[config.mk]
export PLATFORM = sky130hd
export DESIGN_NAME = iic_arb
export DESIGN_NICKNAME = d
export VERILOG_FILES = /design/src/rtl/iic_arb.sv
export SDC_FILE = /design/constraint.sdc
export NUM_CORES = 1
export LEC_CHECK = 0
export CAP_MARGIN = 10
export CELL_PAD_IN_SITES_DETAIL_PLACEMENT = 1
export CELL_PAD_IN_SITES_GLOBAL_PLACEMENT = 2
export CORE_UTILIZATION = 31
export CTS_CLUSTER_SIZE = 14
export DETAILED_ROUTE_END_ITERATION = 7
export PLACE_DENSITY = 0.93
export SETUP_SLACK_MARGIN = 0.15
export SLEW_MARGIN = 20
export SYNTH_ARGS = -nofsm -noshare
export SYNTH_HDL_FRONTEND = slang
export SYNTH_SLANG_ARGS = --single-unit
[constraint.sdc]
create_clock -name clk -period 3.4 [get_ports clk]
set_input_delay 0.51 -clock clk [delete_from_list [all_inputs] [get_ports clk]]
set_output_delay 0.51 -clock clk [all_outputs]
set_load 0.03 [all_outputs]
[src/rtl/iic_arb.sv]
// -----------------------------------------------------------------------------
// iic_arb
//
// Two-requester arbiter in front of a single shared IIC master. Each requester
// (A, B) fires a one-cycle trig with a command (read/write, 16-bit register
// address, write data, device id). The command is parked in a per-port request
// register until the arbiter issues it to the master, waits for the master's
// busy to rise and fall, and routes the read data back to the requester.
// After a transfer the grant lingers with the last owner for HOLD_CYC cycles so
// a requester issuing back-to-back transfers keeps the bus.
//
// Parameters
//   HOLD_CYC  cycles the grant stays with the last owner after completion
//   START_TO  cycles allowed for m_busy to rise after m_iic_trig
//
// Ports
//   clk, rst                      clock, synchronous active-high reset
//   {a,b}_iic_trig                one-cycle transfer request
//   {a,b}_w_r                     1 = write, 0 = read
//   {a,b}_addr / _data_in         register address / write data
//   {a,b}_device_id               slave device address
//   {a,b}_busy                    requester busy view (registered)
//   {a,b}_data_out                last read data returned to the requester
//   {a,b}_byte_over               master's byte-complete pulse, owner only
//   m_iic_trig, m_w_r, m_addr,
//   m_data_in, m_device_id        command to the shared master
//   m_busy, m_data_out,
//   m_byte_over                   status from the shared master
//   owner                         0 = A, 1 = B; current or most recent grant
//   err_ovf, err_to               sticky: dropped trig / master start timeout
// -----------------------------------------------------------------------------
module iic_arb #(
    parameter int HOLD_CYC = 4,
    parameter int START_TO = 16
) (
    input  logic        clk,
    input  logic        rst,

    input  logic        a_iic_trig,
    input  logic        a_w_r,
    input  logic [15:0] a_addr,
    input  logic [7:0]  a_data_in,
    input  logic [7:0]  a_device_id,
    output logic        a_busy,
    output logic [7:0]  a_data_out,
    output logic        a_byte_over,

    input  logic        b_iic_trig,
    input  logic        b_w_r,
    input  logic [15:0] b_addr,
    input  logic [7:0]  b_data_in,
    input  logic [7:0]  b_device_id,
    output logic        b_busy,
    output logic [7:0]  b_data_out,
    output logic        b_byte_over,

    output logic        m_iic_trig,
    output logic        m_w_r,
    output logic [15:0] m_addr,
    output logic [7:0]  m_data_in,
    output logic [7:0]  m_device_id,
    input  logic        m_busy,
    input  logic [7:0]  m_data_out,
    input  logic        m_byte_over,

    output logic        owner,
    output logic        err_ovf,
    output logic        err_to
);

    // One counter serves both the start timeout and the hold window, so it is
    // sized for the larger of the two.
    localparam int CNT_MAX = (HOLD_CYC > START_TO) ? HOLD_CYC : START_TO;
    localparam int CNT_W   = $clog2(CNT_MAX + 1);
    localparam logic [CNT_W-1:0] HOLD_LAST  = CNT_W'(HOLD_CYC - 1);
    localparam logic [CNT_W-1:0] START_LAST = CNT_W'(START_TO - 1);
    localparam logic [CNT_W-1:0] CNT_ONE    = CNT_W'(1);

    typedef struct packed {
        logic        w_r;
        logic [15:0] addr;
        logic [7:0]  data;
        logic [7:0]  dev;
    } req_t;

    typedef enum logic [2:0] {
        IDLE,
        ISSUE,
        WSTART,
        XFER,
        HOLD
    } state_e;

    state_e           state_q, state_d;
    logic [CNT_W-1:0] cnt_q, cnt_d;
    logic             owner_q, owner_d;

    logic             a_pend_q, a_pend_d;
    logic             b_pend_q, b_pend_d;
    req_t             a_req_q, a_req_d;
    req_t             b_req_q, b_req_d;
    req_t             m_req_q, m_req_d;

    logic             a_busy_q, a_busy_d;
    logic             b_busy_q, b_busy_d;
    logic [7:0]       a_dout_q, a_dout_d;
    logic [7:0]       b_dout_q, b_dout_d;
    logic             err_ovf_q, err_ovf_d;
    logic             err_to_q, err_to_d;

    logic             own_pend;
    logic             clr_own;
    logic             cpl;
    logic             to_hit;
    logic             clr_a, clr_b;
    logic             acc_a, acc_b;
    logic             active_d;
    logic             fwd_bo;

    assign own_pend = owner_q ? b_pend_q : a_pend_q;

    // -------------------------------------------------------------------------
    // Arbitration state machine
    // -------------------------------------------------------------------------
    always_comb begin
        // NOTE: every variable gets a default before the case so no path can
        // leave one unassigned and infer a latch.
        state_d = state_q;
        cnt_d   = cnt_q;
        owner_d = owner_q;
        clr_own = 1'b0;
        cpl     = 1'b0;
        to_hit  = 1'b0;

        case (state_q)
            IDLE: begin
                if (a_pend_q || b_pend_q) begin
                    // Round-robin: on a tie the port that did not own last wins.
                    owner_d = (a_pend_q && b_pend_q) ? ~owner_q : b_pend_q;
                    state_d = ISSUE;
                end
            end

            ISSUE: begin
                state_d = WSTART;
                cnt_d   = '0;
            end

            WSTART: begin
                if (m_busy) begin
                    state_d = XFER;
                end else if (cnt_q == START_LAST) begin
                    to_hit  = 1'b1;
                    clr_own = 1'b1;
                    state_d = IDLE;
                end else begin
                    cnt_d = cnt_q + CNT_ONE;
                end
            end

            XFER: begin
                // XFER is only entered with m_busy high, so a low level here
                // is the falling edge of the transfer.
                if (!m_busy) begin
                    clr_own = 1'b1;
                    cpl     = 1'b1;
                    state_d = HOLD;
                    cnt_d   = '0;
                end
            end

            HOLD: begin
                // The owner keeps the bus over a waiting peer while it re-requests
                // within the hold window.
                if (own_pend) begin
                    state_d = ISSUE;
                end else if (cnt_q == HOLD_LAST) begin
                    state_d = IDLE;
                end else begin
                    cnt_d = cnt_q + CNT_ONE;
                end
            end

            default: state_d = IDLE;
        endcase
    end

    // -------------------------------------------------------------------------
    // Request capture, status and data return
    // -------------------------------------------------------------------------
    assign clr_a = clr_own & ~owner_q;
    assign clr_b = clr_own &  owner_q;

    // A trig landing in the same cycle its own pending clears is taken.
    assign acc_a = a_iic_trig & (~a_pend_q | clr_a);
    assign acc_b = b_iic_trig & (~b_pend_q | clr_b);

    assign active_d = (state_d == ISSUE) || (state_d == WSTART) || (state_d == XFER);

    always_comb begin
        a_pend_d = acc_a | (a_pend_q & ~clr_a);
        b_pend_d = acc_b | (b_pend_q & ~clr_b);

        a_req_d = a_req_q;
        if (acc_a) begin
            a_req_d.w_r  = a_w_r;
            a_req_d.addr = a_addr;
            a_req_d.data = a_data_in;
            a_req_d.dev  = a_device_id;
        end

        b_req_d = b_req_q;
        if (acc_b) begin
            b_req_d.w_r  = b_w_r;
            b_req_d.addr = b_addr;
            b_req_d.data = b_data_in;
            b_req_d.dev  = b_device_id;
        end

        // The master command is loaded on entry to ISSUE so it is already
        // valid in the trig cycle and then held until the next issue.
        m_req_d = m_req_q;
        if (state_d == ISSUE) begin
            m_req_d = owner_d ? b_req_q : a_req_q;
        end

        a_busy_d = a_pend_d | (active_d & ~owner_d);
        b_busy_d = b_pend_d | (active_d &  owner_d);

        a_dout_d = (cpl && !owner_q) ? m_data_out : a_dout_q;
        b_dout_d = (cpl &&  owner_q) ? m_data_out : b_dout_q;

        err_ovf_d = err_ovf_q | (a_iic_trig & ~acc_a) | (b_iic_trig & ~acc_b);
        err_to_d  = err_to_q  | to_hit;
    end

    // -------------------------------------------------------------------------
    // State registers
    // -------------------------------------------------------------------------
    // NOTE: sequential state uses non-blocking assignments so every register
    // samples the pre-edge value of every other register.
    always_ff @(posedge clk) begin
        if (rst) begin
            state_q   <= IDLE;
            cnt_q     <= '0;
            owner_q   <= 1'b1;  // so A wins the first tie
            a_pend_q  <= 1'b0;
            b_pend_q  <= 1'b0;
            a_req_q   <= '0;
            b_req_q   <= '0;
            m_req_q   <= '0;
            a_busy_q  <= 1'b0;
            b_busy_q  <= 1'b0;
            a_dout_q  <= '0;
            b_dout_q  <= '0;
            err_ovf_q <= 1'b0;
            err_to_q  <= 1'b0;
        end else begin
            state_q   <= state_d;
            cnt_q     <= cnt_d;
            owner_q   <= owner_d;
            a_pend_q  <= a_pend_d;
            b_pend_q  <= b_pend_d;
            a_req_q   <= a_req_d;
            b_req_q   <= b_req_d;
            m_req_q   <= m_req_d;
            a_busy_q  <= a_busy_d;
            b_busy_q  <= b_busy_d;
            a_dout_q  <= a_dout_d;
            b_dout_q  <= b_dout_d;
            err_ovf_q <= err_ovf_d;
            err_to_q  <= err_to_d;
        end
    end

    // -------------------------------------------------------------------------
    // Outputs
    // -------------------------------------------------------------------------
    // Byte-complete is passed through only while a transfer is in flight;
    // activity seen in IDLE or HOLD belongs to nobody.
    assign fwd_bo = m_byte_over && ((state_q == WSTART) || (state_q == XFER));

    assign a_byte_over = fwd_bo & ~owner_q;
    assign b_byte_over = fwd_bo &  owner_q;

    assign m_iic_trig  = (state_q == ISSUE);
    assign m_w_r       = m_req_q.w_r;
    assign m_addr      = m_req_q.addr;
    assign m_data_in   = m_req_q.data;
    assign m_device_id = m_req_q.dev;

    assign a_busy      = a_busy_q;
    assign b_busy      = b_busy_q;
    assign a_data_out  = a_dout_q;
    assign b_data_out  = b_dout_q;
    assign owner       = owner_q;
    assign err_ovf     = err_ovf_q;
    assign err_to      = err_to_q;

endmodule
# == After elaboration in Yosys (flattened, before gate mapping) ==
# Index checks and enable logic that the tools add are counted.
# word_totals
input_bits,80
register_bits,130
word_cells,103
# classes
mux,24
reduce_logical,12
add_sub_neg,1
n_bitwise,29
eq_ne,14
# ops
cell,n
$mux 33,1
$mux 5,5
$pmux 5 s4,1
$mux 3,6
$pmux 3 s5,1
$and 1x1->1,12
$eq 3x2->1 const B,4
$ne 2x2->1 const B,5
$mux 1,9
$or 1x1->1,9
$not 1->1,8
$eq 3x1->1 const B,2
$reduce_and 6->1,1
$add 5x1->5 const B,1
$eq 5x2->1 const B,1
$eq 5x4->1 const B,1
$logic_and 1x1->1,4
$logic_or 1x1->1,4
$reduce_bool 4->1,1
$eq 3x3->1 const B,1
$logic_not 3->1,1
$pmux 1 s2,1
$logic_not 1->1,1

# == Depth between registers and ports, before layout ==
# logic_depth
word_depth,11
ltp_mapped,10

# == Least setup slack after synthesis ==
# No wires, ideal clock.
# synth_path
path_type,register to register
startpoint,register cnt_q[0]
endpoint,"register m_req_q, in the netlist m_addr[10]"
arrival_time_ns,2.082
setup_time_ns,0.081
stages_incl_launch_ff,11
slack_ns,1.237
n_path_buf,2
cell_sequence,dfxtp_1 > ha_1 > and3_1 > ha_1 > or2_1 > a211oi_2 > nor2_2 > and2_4 > buf_6 > buf_6 > a211oi_2
# synth_between
elab_chain_cells,5
word_cells_on_any_way,8
classes_between,eq/ne: 3; mux: 5
# synth_rtl
item,line,source
start: declaration,95,"logic [CNT_W-1:0] cnt_q, cnt_d;"
start signal: assignment,260,cnt_q <= cnt_d;
$eq 5x2->1 or $eq 5x4->1 (tied branches),"177, 152",
"$mux 3, on equally long branches","177, 152",
"$mux 3, on equally long branches","175, 150",
$pmux 3 s5 *,135,case (state_q)
$eq 3x1->1 *,223,if (state_d == ISSUE) begin
end signal: assignment,266,m_req_q <= m_req_d;
end: declaration,102,"req_t m_req_q, m_req_d;"
# Every way passes the cells marked *; elsewhere a longest branch is shown, timed or not.
# A chain may end at the register's enable or synchronous reset.

# == Final worst setup path ==
# layout_path
startpoint,register cnt_q[0]
endpoint,"register m_req_q, in the netlist m_data_in[6]"
# Same word-level chain as after synthesis.

==> flow_metrics.tcl <==
set metrics [dict create \
    startpoint_type "flip-flop" \
    synth-edff-count 0 \
    synthSimpleGateAreaFrac_pct 16.3 \
    hp-class "flip-flop to flip-flop" \
    grt_pass1_wl_um 25400 \
    clock_skew_ps 11.0 \
    synth.area.top_cells "dfxtp_1 (49%), a21oi_1 (10%), nand2_1 (10%)" \
    cts_buffers 17 \
    postCtsHoldBufs 0 \
    max-clock-path-buffers 2 \
    power_density_nw_per_um2 618 \
    setup_tns_ps 0 \
    layout_min_cycle_time_ps 2930 \
    tritoncts "built" \
    hold_viol_final 0 \
    cp-startpoint "cnt_q[0]$_SDFFE_PP0P_" \
    async_flop_share_pct 0 \
    synthTopCellsByCount "nand2_1 (146), dfxtp_1 (130), a21oi_1 (111)" \
    yosysWarningCount 0 \
    required_ps 3660 \
    avgSynthCellArea_sq_um 8.91 \
    place_congestion 0.812 \
    cts.sinks 130 \
    drt.antenna.violating_nets 0 \
    slew_headroom_pct 45.4 \
    place_inst 916 \
    rr_startpoint "cnt_q[0]$_SDFFE_PP0P_" \
    cts_setup_buffers 0 \
    grt_pass1_vias 4999 \
    drcViolationCount 0 \
    yosys.cell_count.top_type "nand2_1" \
    synth_top_flop_cell "dfxtp_1" \
    placed_area_sq_um 6830 \
    final_cells 946 \
    routed_via_density 4.92 \
    hpwlAfterDp_um 10500 \
    ys_seq_area_share_pct 48.7 \
    dieArea_sq_um 17800 \
    rows 47 \
    root_buffer "clkbuf_16" \
    outcome "complete, no violations" \
    design_area_sq_um 7410 \
    yosys.area.top_type_share_pct 48.7 \
    die_y_um 133 \
    route.vias.total 4656 \
    synthToLayoutAreaGrowth_pct 38.5 \
    core-area_sq_um 16700 \
    crit_end "m_data_in[6]$_SDFFE_PP0N_" \
    finalWorstSetupSlack_ps 472 \
    rr_endpoint "m_data_in[6]$_SDFFE_PP0N_" \
    io_pins 137 \
    ff2ff_path_depth 8 \
    cap_violations 0 \
    cts.repair.resized 0 \
    crit_type "flip-flop to flip-flop" \
    syn_area_sq_um 5350 \
    place_ws_ps 285 \
    rsz0062_at_grt "no" \
    synthMuxAreaShare_pct 8.52 \
    grt_max_degree 67 \
    clk_latency_ps 420 \
    cp-end-kind "flip-flop" \
    overflow 0 \
    p_leak_nw 2.75 \
    synth_compound_gate_area_share_pct 20.8 \
    yosysTopAreaCell "dfxtp_1" \
    max-vdd-ir-drop_uv 383 \
    setup_viol 0 \
    first_pass_iters 4 \
    max_freq_mhz 342 \
    finalWirelength_um 15900 \
    synth_xor_area_share_pct 0.164 \
    htree_levels 4 \
    nets 797 \
    synth-seq-cells 130 \
    tightest_slew_ps 818 \
    antenna_cells 0 \
    drt-wirelength-per-cell_um 16.8 \
    synthesis.instances 600 \
    fillCellCount 1922 \
    antenna_found_initial 0 \
    layout-drive-gt1-share_pct 11.4 \
    fin_crit_sh_pct 86.1 \
    io_buffers 136 \
    path_max_fanout 34 \
    grt_usage_pct 18.4 \
    syn-num-nets 682 \
    drtIter0Drc 211 \
    r2r_slack_ps 470 \
    ys_types 42 \
    clk_pin_slew_ps 60 \
    slew_viol_final 0 \
    worst_ep_arrival_time_ps 3190 \
    synthAdderAreaFrac_pct 0.468 \
    synth_top_family_by_area "compound AO/OA/AOI/OAI gates" \
    die_x_um 133 \
    hold_ws_ps 453 \
    start_util_pct 32.0 \
]
[layout by cell type (no fill, tap or decap), drive strengths merged, types with 2 or more instances in the layout]
cell type      Yosys  routed
a21oi            111     111
dfxtp            130     130
buf               21      10
a211oi            34      34
ha                 2       2
nand3             10      10
clkinvlp           0       2
or2                4       4
mux2i             44      44
inv                4       4
nor3               3       3
a31oi              3       3
and2               3       3
and3               3       3
a21bo              2       2
nor2b              5       5
clkdlybuf4s50      0     135
clkbuf            28      21
clkinv             0       5
nand2b             4       4
nor2              30      30
bufinv             0       2
nand2            146     146
a221oi             2       2
[worst max-delay path, stage by stage, from the launching register on]
cell	delay, ps
dfxtp_1	370
ha_1	210
and3_1	170
ha_1	220
or2_1	170
a211oi_2	120
nor2_4	680
and2_4	640
a211oi_1	150
[state kept, by name, indices dropped and copies added (netlist names)]
register / cells
b_busy: 1
b_req_q: 33
err_to: 1
state_q: 3
err_ovf: 1
m_data_in: 8
m_w_r: 1
b_pend_q: 1
m_addr: 16
a_pend_q: 1
a_data_out: 8
cnt_q: 5
m_device_id: 8
owner: 1
a_req_q: 33
b_data_out: 8
a_busy: 1
[cells by family after synthesis]
family                   Yosys count
XOR/XNOR                           1
buffers and inverters             53
AO/OA/AOI/OAI                    160
flip-flops                       130
adder cells (fa/ha/maj)            2
AND/OR/NAND/NOR                  209
multiplexers                      45
[worst min-delay path by stage]
| stage | startpoint | end | slack [ps] | depth (start not counted) |
|---|---|---|---|---|
| after floorplan | a_req_q[0]$_SDFFE_PP0P_ | a_req_q[0]$_SDFFE_PP0P_ | 440 | 2 |
| after global placement | a_req_q[25]$_SDFFE_PP0P_ | a_req_q[25]$_SDFFE_PP0P_ | 440 | 2 |
| after detailed placement | a_req_q[27]$_SDFFE_PP0P_ | a_req_q[27]$_SDFFE_PP0P_ | 450 | 2 |
| after CTS | a_req_q[27]$_SDFFE_PP0P_ | a_req_q[27]$_SDFFE_PP0P_ | 460 | 2 |
| after global routing | a_req_q[7]$_SDFFE_PP0P_ | a_req_q[7]$_SDFFE_PP0P_ | 480 | 2 |
| final | b_data_out[3]$_SDFFE_PP0P_ | b_data_out[3]$_SDFFE_PP0P_ | 450 | 2 |
[report_power, final]
group,total [W],internal (W),switching (W)
clock,0.00178,0.00113,0.000656
sequential,0.00176,0.00166,0.0000993
combinational,0.00104,0.000433,0.000606
[area by class of cell]
| class | count | area (sq um) | area share, % |
|---|---|---|---|
| Inverter | 4 | 15.0 | 0.203 |
| Clock buffer | 21 | 470 | 6.35 |
| Multi-Input combinational cell | 417 | 2500 | 33.7 |
| Sequential cell | 130 | 2600 | 35.1 |
| Clock inverter | 9 | 108 | 1.45 |
| Timing Repair Buffer | 145 | 1440 | 19.4 |
| Tap cell | 220 | 275 | 3.72 |
[per-layer routing]
layer  vias to the layer above  GRT usage [%]  share of wire, %
met5                         -              0                 0
met4                         0           6.63               1.2
met3                        18           4.76               4.7
met2                       100           31.8                50
met1                      2263           21.8                44
li1                       2275              -                 -
[per-stage QoR]
| step | power [W] | util [%] |
|---|---|---|
| 3_3_place_gp | 0.00280 | 40.9 |
| 4_1_cts | 0.00463 | 44.4 |
| 6_report | 0.00458 | 44.4 |
| 3_5_place_dp | 0.00283 | 40.9 |
| 5_1_grt | 0.00477 | 44.4 |
| 2_1_floorplan | 0.00244 | - |
(Power assumes the default switching activity.)
